<file path="src/rtl/or_reduce_acc_pkg.sv">
// Shared types and constants for the OR-reduce/accumulate block.
// The beat word is sized for the widest supported channel word; narrower instances zero-extend.
package or_pkg;

  localparam logic MODE_PASS  = 1'b0;
  localparam logic MODE_ACCUM = 1'b1;

  localparam int OR_MAX_W = 64;

  typedef struct packed {
    logic [OR_MAX_W-1:0] word;
    logic                mode;
  } or_beat_t;

endpackage

</file>
<file path="src/rtl/or_reduce_acc_if.sv">
// Input beat / output result handshake bundle for or_reduce_acc, plus clear and hit counter.
interface or_reduce_acc_if #(
  parameter int WIDTH    = 16,
  parameter int CHANNELS = 8,
  parameter int COUNT_W  = 8
);

  logic                      in_valid;
  logic                      in_ready;
  logic [CHANNELS*WIDTH-1:0] in_data;
  logic                      in_mode;
  logic                      clear;
  logic                      out_valid;
  logic                      out_ready;
  logic [WIDTH-1:0]          out_word;
  logic                      out_any;
  logic [COUNT_W-1:0]        hit_count;

  modport master (
    output in_valid, in_data, in_mode, clear, out_ready,
    input  in_ready, out_valid, out_word, out_any, hit_count
  );

  modport slave (
    input  in_valid, in_data, in_mode, clear, out_ready,
    output in_ready, out_valid, out_word, out_any, hit_count
  );

endinterface

</file>
<file path="src/rtl/or_reduce_acc_pipe_slice.sv">
// One valid/ready register slice: loads when empty or when the consumer takes the current entry,
// and holds valid and payload stable while stalled.
module or_pipe_slice #(
  parameter int W = 8
) (
  input  logic         clk,
  input  logic         rst_n,
  input  logic         in_vld,
  output logic         in_rdy,
  input  logic [W-1:0] in_data,
  output logic         out_vld,
  input  logic         out_rdy,
  output logic [W-1:0] out_data
);

  assign in_rdy = !out_vld || out_rdy;

  always_ff @(posedge clk or negedge rst_n) begin
    if (!rst_n) begin
      out_vld  <= 1'b0;
      out_data <= '0;
    end else if (in_rdy) begin
      out_vld <= in_vld;
      if (in_vld) begin
        out_data <= in_data;
      end
    end
  end

endmodule

</file>
<file path="src/rtl/or_reduce_acc.sv">
// Two-stage OR reduction across CHANNELS words with per-beat PASS/ACCUM mode,
// sticky accumulator and saturating count of non-zero results.
module or_reduce_acc
  import or_pkg::*;
#(
  parameter int WIDTH    = 16,
  parameter int CHANNELS = 8,
  parameter int COUNT_W  = 8
) (
  input  logic           clk,
  input  logic           rst_n,
  or_reduce_acc_if.slave bus
);

  typedef struct packed {
    logic [WIDTH-1:0] word;
    logic             any;
  } res_t;

  function automatic logic [COUNT_W-1:0] sat_inc(input logic [COUNT_W-1:0] v);
    return (&v) ? v : v + COUNT_W'(1);
  endfunction

  if (WIDTH > OR_MAX_W) begin : g_width_chk
    $error("or_reduce_acc: WIDTH exceeds or_pkg::OR_MAX_W");
  end
  if (CHANNELS < 2) begin : g_chan_chk
    $error("or_reduce_acc: CHANNELS must be at least 2");
  end

  logic [WIDTH-1:0] ch_word [CHANNELS];
  logic [WIDTH-1:0] or_p0;
  or_beat_t         beat_p0;
  or_beat_t         beat_p1;
  logic             vld_p1;
  logic             rdy_p1;
  logic             rdy_p2;
  logic [WIDTH-1:0] word_p1;
  logic             accum_p1;
  logic             adv_p1;
  logic [WIDTH-1:0] acc;
  logic [WIDTH-1:0] acc_upd;
  res_t             res_nxt;
  res_t             res_p2;
  logic             vld_p2;
  logic [COUNT_W-1:0] hit_q;
  logic             unused_hi;

  for (genvar c = 0; c < CHANNELS; c++) begin : g_chan
    assign ch_word[c] = bus.in_data[c*WIDTH +: WIDTH];
  end

  always_comb begin
    or_p0 = '0;
    for (int c = 0; c < CHANNELS; c++) begin
      or_p0 = or_p0 | ch_word[c];
    end
  end

  always_comb begin
    beat_p0      = '0;
    beat_p0.word = OR_MAX_W'(or_p0);
    beat_p0.mode = bus.in_mode;
  end

  // ---- S1: channel OR + mode ----
  or_pipe_slice #(.W($bits(or_beat_t))) u_s1 (
    .clk      (clk),
    .rst_n    (rst_n),
    .in_vld   (bus.in_valid),
    .in_rdy   (rdy_p1),
    .in_data  (beat_p0),
    .out_vld  (vld_p1),
    .out_rdy  (rdy_p2),
    .out_data (beat_p1)
  );

  assign bus.in_ready = rdy_p1;
  assign word_p1      = beat_p1.word[WIDTH-1:0];
  assign unused_hi    = |(beat_p1.word >> WIDTH);
  assign accum_p1     = (beat_p1.mode == MODE_ACCUM);
  assign adv_p1       = vld_p1 && rdy_p2;

  // clear only discards what the accumulator held before this edge
  assign acc_upd = (bus.clear ? '0 : acc) | word_p1;

  always_comb begin
    res_nxt      = '0;
    res_nxt.word = accum_p1 ? acc_upd : word_p1;
    res_nxt.any  = |res_nxt.word;
  end

  always_ff @(posedge clk or negedge rst_n) begin
    if (!rst_n) begin
      acc <= '0;
    end else if (adv_p1 && accum_p1) begin
      acc <= acc_upd;
    end else if (bus.clear) begin
      acc <= '0;
    end
  end

  // ---- S2: result / accumulator view ----
  or_pipe_slice #(.W($bits(res_t))) u_s2 (
    .clk      (clk),
    .rst_n    (rst_n),
    .in_vld   (vld_p1),
    .in_rdy   (rdy_p2),
    .in_data  (res_nxt),
    .out_vld  (vld_p2),
    .out_rdy  (bus.out_ready),
    .out_data (res_p2)
  );

  assign bus.out_valid = vld_p2;
  assign bus.out_word  = res_p2.word;
  assign bus.out_any   = res_p2.any;

  always_ff @(posedge clk or negedge rst_n) begin
    if (!rst_n) begin
      hit_q <= '0;
    end else if (bus.clear) begin
      hit_q <= '0;
    end else if (vld_p2 && bus.out_ready && res_p2.any) begin
      hit_q <= sat_inc(hit_q);
    end
  end

  assign bus.hit_count = hit_q;

endmodule

</file>
<file path="src/flat_wrapper.sv">
// flat-port wrapper written by rule: the top's interface ports become plain ports
module or_reduce_acc_flat import or_pkg::*;
#(
  parameter int WIDTH    = 16,
  parameter int CHANNELS = 8,
  parameter int COUNT_W  = 8
)
  (clk, rst_n, bus_in_valid, bus_in_data, bus_in_mode, bus_clear, bus_out_ready, bus_in_ready, bus_out_valid, bus_out_word, bus_out_any, bus_hit_count);
  or_reduce_acc_if #(.WIDTH(WIDTH), .CHANNELS(CHANNELS), .COUNT_W(COUNT_W)) bus_i ();
  input  logic clk;
  input  logic rst_n;
  input wire logic [$bits(bus_i.in_valid)-1:0] bus_in_valid;
  input wire logic [$bits(bus_i.in_data)-1:0] bus_in_data;
  input wire logic [$bits(bus_i.in_mode)-1:0] bus_in_mode;
  input wire logic [$bits(bus_i.clear)-1:0] bus_clear;
  input wire logic [$bits(bus_i.out_ready)-1:0] bus_out_ready;
  output wire logic [$bits(bus_i.in_ready)-1:0] bus_in_ready;
  output wire logic [$bits(bus_i.out_valid)-1:0] bus_out_valid;
  output wire logic [$bits(bus_i.out_word)-1:0] bus_out_word;
  output wire logic [$bits(bus_i.out_any)-1:0] bus_out_any;
  output wire logic [$bits(bus_i.hit_count)-1:0] bus_hit_count;
  assign bus_i.in_valid = bus_in_valid;
  assign bus_i.in_data = bus_in_data;
  assign bus_i.in_mode = bus_in_mode;
  assign bus_i.clear = bus_clear;
  assign bus_i.out_ready = bus_out_ready;
  assign bus_in_ready = bus_i.in_ready;
  assign bus_out_valid = bus_i.out_valid;
  assign bus_out_word = bus_i.out_word;
  assign bus_out_any = bus_i.out_any;
  assign bus_hit_count = bus_i.hit_count;
  or_reduce_acc #(.WIDTH(WIDTH), .CHANNELS(CHANNELS), .COUNT_W(COUNT_W)) u_core (.clk(clk), .rst_n(rst_n), .bus(bus_i));
endmodule
</file>
<file path="config.mk">
export PLATFORM = sky130hd
export DESIGN_NAME = or_reduce_acc_flat
export DESIGN_NICKNAME = d
export VERILOG_FILES = /design/src/rtl/or_reduce_acc_pkg.sv /design/src/rtl/or_reduce_acc_if.sv /design/src/rtl/or_reduce_acc_pipe_slice.sv /design/src/rtl/or_reduce_acc.sv /design/src/flat_wrapper.sv
export SDC_FILE = /design/constraint.sdc
export NUM_CORES = 1
export LEC_CHECK = 0
export ABC_AREA = 1
export ABC_CLOCK_PERIOD_IN_PS = 1570
export CORE_ASPECT_RATIO = 0.7
export CORE_UTILIZATION = 39
export CTS_CLUSTER_DIAMETER = 200
export CTS_CLUSTER_SIZE = 20
export DETAILED_ROUTE_END_ITERATION = 8
export HOLD_SLACK_MARGIN = 0.02
export MAX_ROUTING_LAYER = met4
export PLACE_DENSITY = 0.81
export RECOVER_POWER = 50
export SKIP_LAST_GASP = 1
export SYNTH_ARGS = -nofsm -noshare
export SYNTH_HDL_FRONTEND = slang
export SYNTH_SLANG_ARGS = --single-unit
export TNS_END_PERCENT = 20
</file>
<file path="constraint.sdc">
create_clock -name clk -period 1.57 [get_ports clk]
set_clock_uncertainty 0.15 [all_clocks]
set_input_delay 0.314 -clock clk [delete_from_list [all_inputs] [get_ports clk]]
set_output_delay 0.314 -clock clk [all_outputs]
set_load 0.03 [all_outputs]
</file>
==> results.py, run 1 <==
metrics = {
    "timing": {
        "slew_viol_final": 0,
        "finalCritPeriodShare": 1.05,
        "max_slew_margin": 0.559,
        "worst_slew_pin_slew_ns": 0.662,
        "setup_slack_ns": -0.0763,
        "fmax_mhz": 607,
        "post-route-min-period_ns": 1.65,
        "rsz0062_at_grt": "true",
        "hold_violations": 0,
        "setup_viol": 8,
    },
    "routing": {
        "drc": 0,
        "detail_route.wl_per_cell_um": 13.9,
        "ant_nets": 0,
        "first_iter_violations": 181,
        "vias": 3215,
        "finalWirelength_um": 8870,
        "drt-pass1-iter-count": 4,
        "routed_via_density": 5.06,
    },
    "finish": {
        "finish.net_count": 672,
        "layout-drive-gt1-share": 0.149,
        "area_delta_synth_final_pct": 79.2,
        "antenna_cells": 0,
        "num-fill-cells": 487,
        "fin_util": 0.743,
    },
    "logic_synthesis": {
        "synth_enable_flop_cells": 0,
        "synth.ff_latch_count": 60,
        "synth.largest_area_cell": "dfrtp_1",
        "synth_cell_types": 23,
        "synth.area.top_cells": "dfrtp_1, nand2_1, a31oi_1",
        "syn_nets": 473,
        "synthFlopType": "dfrtp_1",
        "ys_async_sr_fraction": 1.00,
        "ys_warn_count": 0,
        "syn_avg_cell_area_sq_um": 8.53,
        "synth_top_area_share": 0.521,
        "synth_cells": 338,
        "ys_seq_area_frac": 0.521,
        "syn_area_sq_um": 2880,
    },
    "floorplanning": {
        "die_h_um": 73.9,
        "die-width_um": 105,
        "core_sq_um": 6940,
        "initial_core_util": 0.415,
        "rows": 25,
        "dieArea_sq_um": 7740,
        "ioPinCount": 161,
    },
    "power": {
        "leakage_nw": 2.13,
        "internal_power_mw": 3.14,
        "peakVddDrop_uv": 501,
        "seqPwrFrac": 0.409,
        "switching_share": 0.275,
        "finalPower_mw": 4.33,
        "p_sw_mw": 1.19,
        "p_per_area_nw_per_um2": 839,
        "pwr-share-clk": 0.359,
        "pwr-share-comb": 0.232,
    },
    "worst_setup_path": {
        "critPathLaunch": "u_core.bus.hit_count[3]",
        "max_stage_delay_ns": 0.42,
        "path_delay_family": "flip-flops",
        "cp-end-kind": "output port",
        "cp_num_buf_inv": 1,
        "cp.required_ns": 1.11,
        "cp.arrival_ns": 1.18,
        "startpoint_type": "flip-flop",
        "crit_chain": "dlygate4sd2_1",
        "path_max_fanout": 4,
        "critPathKind": "flip-flop to output port",
        "r2r-start": "u_core.u_s2.out_vld",
        "critPathSlowestCell": "dfrtp_1",
    },
    "grt": {
        "met2_usage": 0.420,
        "gr-usage-all-layers": 0.239,
        "grt_pass1_wl_um": 13800,
        "grt_antenna_before_repair": 0,
        "grt_overflow": 0,
        "grt_pass1_vias": 3081,
        "met3_usage": 0.0683,
        "grt_max_degree": 30,
        "grt_most_used_layer": "met2",
        "grt.met1_usage": 0.271,
    },
    "clock_tree": {
        "cts_buffers": 9,
        "clkTransAtPathRegs_ns": 0.07,
        "clk_latency_ns": 0.35,
        "htreeDepth": 3,
        "ctsLongestPathBuffers": 2,
        "cts_tree": "built",
        "clkSinkCount": 60,
        "ctsRootBufferMaster": "clkbuf_8",
    },
    "place": {
        "io_buffers": 160,
        "dp_hpwl_um": 6610,
        "gp_congestion": 0.829,
    },
    "worst_hold_path": {
        "min-delay-start": "bus_out_ready",
        "hold_path_class": "input port to flip-flop",
    },
    "outcome": {
        "status": "complete, but fails checks",
        "violations": "setup timing",
    },
    "flow_run": {
        "cap_violations": 0,
    },
}
[power groups by stage]
stage	combinational [mW]	sequential [mW]	clock [mW]
finish	1.00	1.77	1.55
CTS	0.963	1.77	1.57
detailed placement	0.961	1.79	0
global placement	0.937	1.79	0
global route	1.09	1.79	1.64
floorplan	0.304	1.83	0
[path summary, 6_finish.rpt]
kind	to	slack (ns)	cells past startpoint
worst min register to register	u_core.acc[11]	0.34	2
worst max register to register	u_core.bus.hit_count[7]	0.01	7
min in group asynchronous	u_core.u_s1.out_data[3]	0.36	2
max in group asynchronous	u_core.acc[12]	0.15	3
worst min-delay path	u_core.u_s1.out_vld	0.19	4
worst max-delay path	bus_hit_count[3]	-0.08	1
[routing by layer]
| layer | wire [um] | up-vias |
|---|---|---|
| met5 | 0 | - |
| met4 | 80 | 0 |
| met3 | 546 | 8 |
| met2 | 4500 | 119 |
| met1 | 3740 | 1512 |
| li1 | - | 1576 |
[final cells by class]
cell class / count / area, sq um / area share
timing repair buffer: 201 / 2010 / 0.390
sequential: 60 / 1510 / 0.292
multi-input combinational: 235 / 1190 / 0.230
clock buffer: 9 / 124 / 0.0240
tap: 94 / 118 / 0.0228
inverter: 30 / 113 / 0.0218
clock inverter: 7 / 101 / 0.0196
[cells in the mapped netlist, types with 5 or more instances]
library cell	count
o21ai_1	7
nor4_1	32
a31oi_1	32
inv_1	28
buf_2	5
nor2_1	44
nand3_1	27
dfrtp_1	60
o21ai_0	18
nand2_1	62
buf_6	6
[tightest hold or removal path, delay by kind of cell]
family / cells / cell delay, ns
simple gates: 2 / 0.14
buf+inv: 2 / 0.19
[state kept, by name, indices dropped and copies added, names as in the netlist]
signal,flops
u_core.acc,16
u_core.bus.hit_count,8
u_core.u_s1.out_data,17
u_core.u_s1.out_vld,1
u_core.u_s2.out_data,17
u_core.u_s2.out_vld,1
[per-stage QoR]
stage	worst slack, ns	hold WS (ns)	cell area, sq um	instances	TNS (ns)
finish	-0.0763	0.194	5160	636	-0.210
global route	-0.136	0.232	5160	636	-3.78
CTS	-0.271	0.260	5060	628	-2.26
detailed placement	-0.308	0.0848	4840	611	-11.78
global placement	-0.282	0.0819	4840	611	-10.27
floorplan	-0.0388	-0.132	2880	338	-0.543
[cells by family (layout without fill, tap and decap cells)]
family,after synthesis,count (layout),share of synthesized area
adder cells (fa/ha/maj),1,1,0.00434
AND/OR/NAND/NOR,174,175,0.278
AO/OA/AOI/OAI,59,59,0.119
buffers and inverters,44,247,0.0777
flip-flops,60,60,0.521
[layout by cell type, fill, tap and decap left out, types with 2 or more instances in the layout]
cell	netlist	layout
nor4_1	32	32
o21ai_0	18	18
clkinv_4	0	3
dfrtp_1	60	57
o21ai_1	7	7
clkdlybuf4s50_1	0	131
nand2_2	2	3
clkbuf_1	1	2
dfrtp_2	0	3
buf_4	2	31
nand3_1	27	26
nand3_2	2	2
o21ai_2	2	2
bufinv_16	0	2
buf_6	6	2
buf_12	0	7
dlymetal6s2s_1	0	8
dlygate4sd2_1	0	12
nand2_1	62	61
clkdlybuf4s15_2	0	4
clkinvlp_4	0	2
nor2_1	44	44
inv_1	28	27
a31oi_1	32	32
inv_2	2	3
clkbuf_8	0	9
[what timing repair did]
item | CTS | global route
resized for setup | 24 | 19
setup endpoints to repair | 28 | 57
cloned | 0 | 2
pin swaps | 0 | 3
hold buffers | 1 | 0
buffers inserted | 0 | 7
hold endpoints to repair | 39 | 0
No activity file was read; power rests on OpenSTA's default activity.
==> inputs of run 2 (changes only) <==
--- a/config.mk
+++ b/config.mk
@@ -6,15 +6,15 @@
 export NUM_CORES = 1
 export LEC_CHECK = 0
 export ABC_AREA = 1
-export ABC_CLOCK_PERIOD_IN_PS = 1570
+export ABC_CLOCK_PERIOD_IN_PS = 1500
 export CORE_ASPECT_RATIO = 0.7
-export CORE_UTILIZATION = 39
+export CORE_UTILIZATION = 35
 export CTS_CLUSTER_DIAMETER = 200
 export CTS_CLUSTER_SIZE = 20
 export DETAILED_ROUTE_END_ITERATION = 8
 export HOLD_SLACK_MARGIN = 0.02
 export MAX_ROUTING_LAYER = met4
-export PLACE_DENSITY = 0.81
+export PLACE_DENSITY = 0.77
 export RECOVER_POWER = 50
 export SKIP_LAST_GASP = 1
 export SYNTH_ARGS = -nofsm -noshare
==> constraint.sdc (replaced) <==
create_clock -name clk -period 1.5 [get_ports clk]
set_clock_uncertainty 0.15 [all_clocks]
set_input_delay 0.3 -clock clk [delete_from_list [all_inputs] [get_ports clk]]
set_output_delay 0.3 -clock clk [all_outputs]
set_load 0.03 [all_outputs]
==> run 2 against run 1 <==
  * The run still ends with setup timing left
  * Utilization fell by 7.5 points
  * Sequential power rose by 6%
  * Combinational power rose by 14%
  * Total power rose by 15%
  * Register-to-register slack got worse by 0.02 ns
  * Non-clock buffer count fell by 1
  * Critical endpoint is now bus_out_word[10]
==> results.py, run 2 (same netlist as run 1, synthesis figures left out) <==
metrics = {
    "timing": {
        "setup_slack_ns": -0.0259,
        "rsz0062_at_grt": "true",
        "post-route-min-period_ns": 1.53,
        "hold_violations": 0,
        "setup_viol": 4,
        "timing.hold.ws_ns": 0.287,
        "finalCritPeriodShare": 1.02,
        "fin_tns_setup_ns": -0.0538,
        "max_slew_margin": 0.588,
        "fmax_mhz": 655,
        "worst_slew_pin_slew_ns": 0.618,
        "slew_viol_final": 0,
    },
    "routing": {
        "drt-pass1-iter-count": 4,
        "ant_nets": 0,
        "routed_via_density": 4.95,
        "finalWirelength_um": 9170,
        "drc": 0,
        "first_iter_violations": 261,
        "detail_route.wl_per_cell_um": 14.3,
        "vias": 3171,
    },
    "floorplanning": {
        "initial_core_util": 0.365,
        "core_sq_um": 7910,
        "ioPinCount": 161,
        "die-width_um": 110,
        "dieArea_sq_um": 8610,
        "die_h_um": 77.9,
        "rows": 27,
    },
    "worst_setup_path": {
        "startpoint_type": "flip-flop",
        "r2r_end": "u_core.u_s2.out_data[0]",
        "critPathLaunch": "u_core.u_s2.out_data[11]",
        "crit_chain": "dlygate4sd2_1",
        "max_stage_delay_ns": 0.41,
        "critPathSlowestCell": "dlygate4sd2_1",
        "cp.arrival_ns": 1.08,
        "setup.worst_path.end": "bus_out_word[10]",
        "reg2reg_depth": 9,
        "path_max_fanout": 2,
        "critPathKind": "flip-flop to output port",
        "r2r-start": "u_core.u_s1.out_data[0]",
        "cp-end-kind": "output port",
        "ff2ff_setup_slack_ns": -0.01,
        "crit_cells": 1,
        "cp.required_ns": 1.05,
        "cp_num_buf_inv": 1,
        "path_delay_family": "buffers and inverters",
    },
    "clock_tree": {
        "clkSinkCount": 60,
        "ctsLongestPathBuffers": 2,
        "cts_tree": "built",
        "htreeDepth": 3,
        "clkTransAtPathRegs_ns": 0.05,
        "clk_latency_ns": 0.33,
        "cts_buffers": 9,
        "ctsRootBufferMaster": "clkbuf_16",
    },
    "power": {
        "peakVddDrop_uv": 650,
        "leakage_nw": 2.16,
        "finalPower_mw": 4.99,
        "p_per_area_nw_per_um2": 945,
    },
    "grt": {
        "grt_pass1_wl_um": 14300,
        "grt_pass1_vias": 3067,
        "gr-usage-all-layers": 0.216,
        "grt_antenna_before_repair": 0,
        "grt_overflow": 0,
        "grt_most_used_layer": "met2",
        "met2_usage": 0.357,
        "met3_usage": 0.0625,
        "grt.met1_usage": 0.253,
        "grt_max_degree": 46,
    },
    "finish": {
        "area_delta_synth_final_pct": 83.2,
        "layout-drive-gt1-share": 0.200,
        "final_cell_mix": "clkdlybuf4s50_1, nand2_1, dfrtp_1",
        "num-fill-cells": 609,
        "antenna_cells": 0,
        "largest_registers": "u_core.u_s1.out_data (17), u_core.u_s2.out_data (17), u_core.acc (16)",
        "multiInputGateArea_sq_um": 1230,
        "finish.net_count": 670,
        "regArea_sq_um": 1510,
        "final_common_cell": "clkdlybuf4s50_1",
    },
    "place": {
        "gp_congestion": 0.813,
        "place_ws_ns": -0.355,
        "io_buffers": 160,
        "dp_hpwl_um": 6370,
    },
    "worst_hold_path": {
        "hold_path_class": "input port to flip-flop",
        "min-delay-start": "bus_out_ready",
    },
    "outcome": {
        "violations": "setup timing",
        "status": "complete, but fails checks",
    },
    "flow_run": {
        "cap_violations": 0,
    },
}
## run 2: cell count changes in the layout (fill, tap and decap cells not counted), moves of 3 or more
| cell | delta |
|---|---|
| dlymetal6s2s_1 | -7 |
| clkbuf_8 | -5 |
| clkinv_4 | -3 |
| clkbuf_16 | +11 |
| dlygate4sd2_1 | -10 |
| o21ai_1 | +6 |
| nand3_2 | +11 |
| clkdlybuf4s15_2 | -3 |
| o21ai_0 | -6 |
| nand3_1 | -10 |
| buf_4 | +18 |
## run 2: repair_timing
item | in CTS | in global routing
setup buffers | 1 | 2
setup endpoints to repair | 24 | 39
pin swaps | 0 | 4
gates resized for setup | 7 | 25
endpoints found under the hold margin | 60 | 0
gates cloned | 0 | 3
hold buffers | 1 | 0
## run 2: report_power, final
part	leakage [nW]	total, mW	internal [mW]	switching (mW)
Clock	0.146	1.98	1.29	0.688
Combinational	1.38	1.14	0.646	0.497
Sequential	0.638	1.87	1.76	0.109
## run 2: area by class of cell
type | instances | share of cell area
well taps | 101 | 0.0239
clock inverters | 1 | 0.000948
flip-flops and latches | 60 | 0.286
repair buffers | 200 | 0.379
inverters | 30 | 0.0218
clock buffers | 15 | 0.0545
multi-input cells | 234 | 0.234
## run 2: per-stage QoR
step	cell area [sq um]	util	cells
2_1_floorplan	2900	-	338
3_3_place_gp	4800	0.608	619
3_5_place_dp	4800	0.608	619
4_1_cts	5110	0.647	636
5_1_grt	5280	0.668	641
6_report	5280	0.668	641
## run 2: how the worst min path moves through the flow
stage	depth (start not counted)	endpoint	slack [ns]
detailed placement	2	u_core.u_s1.out_data[2]	0.16
global route	4	u_core.u_s1.out_vld	0.31
finish	4	u_core.u_s1.out_vld	0.29
CTS	4	u_core.u_s1.out_vld	0.27
global placement	2	u_core.u_s2.out_data[1]	0.15
floorplan	0	u_core.acc[0]	-0.15
## run 2: metal layers
metal  part of all wire  up-vias
li1                   -     1567
met1               0.43     1476
met2               0.50      116
met3              0.062       12
met4              0.013        0
met5                  0        -
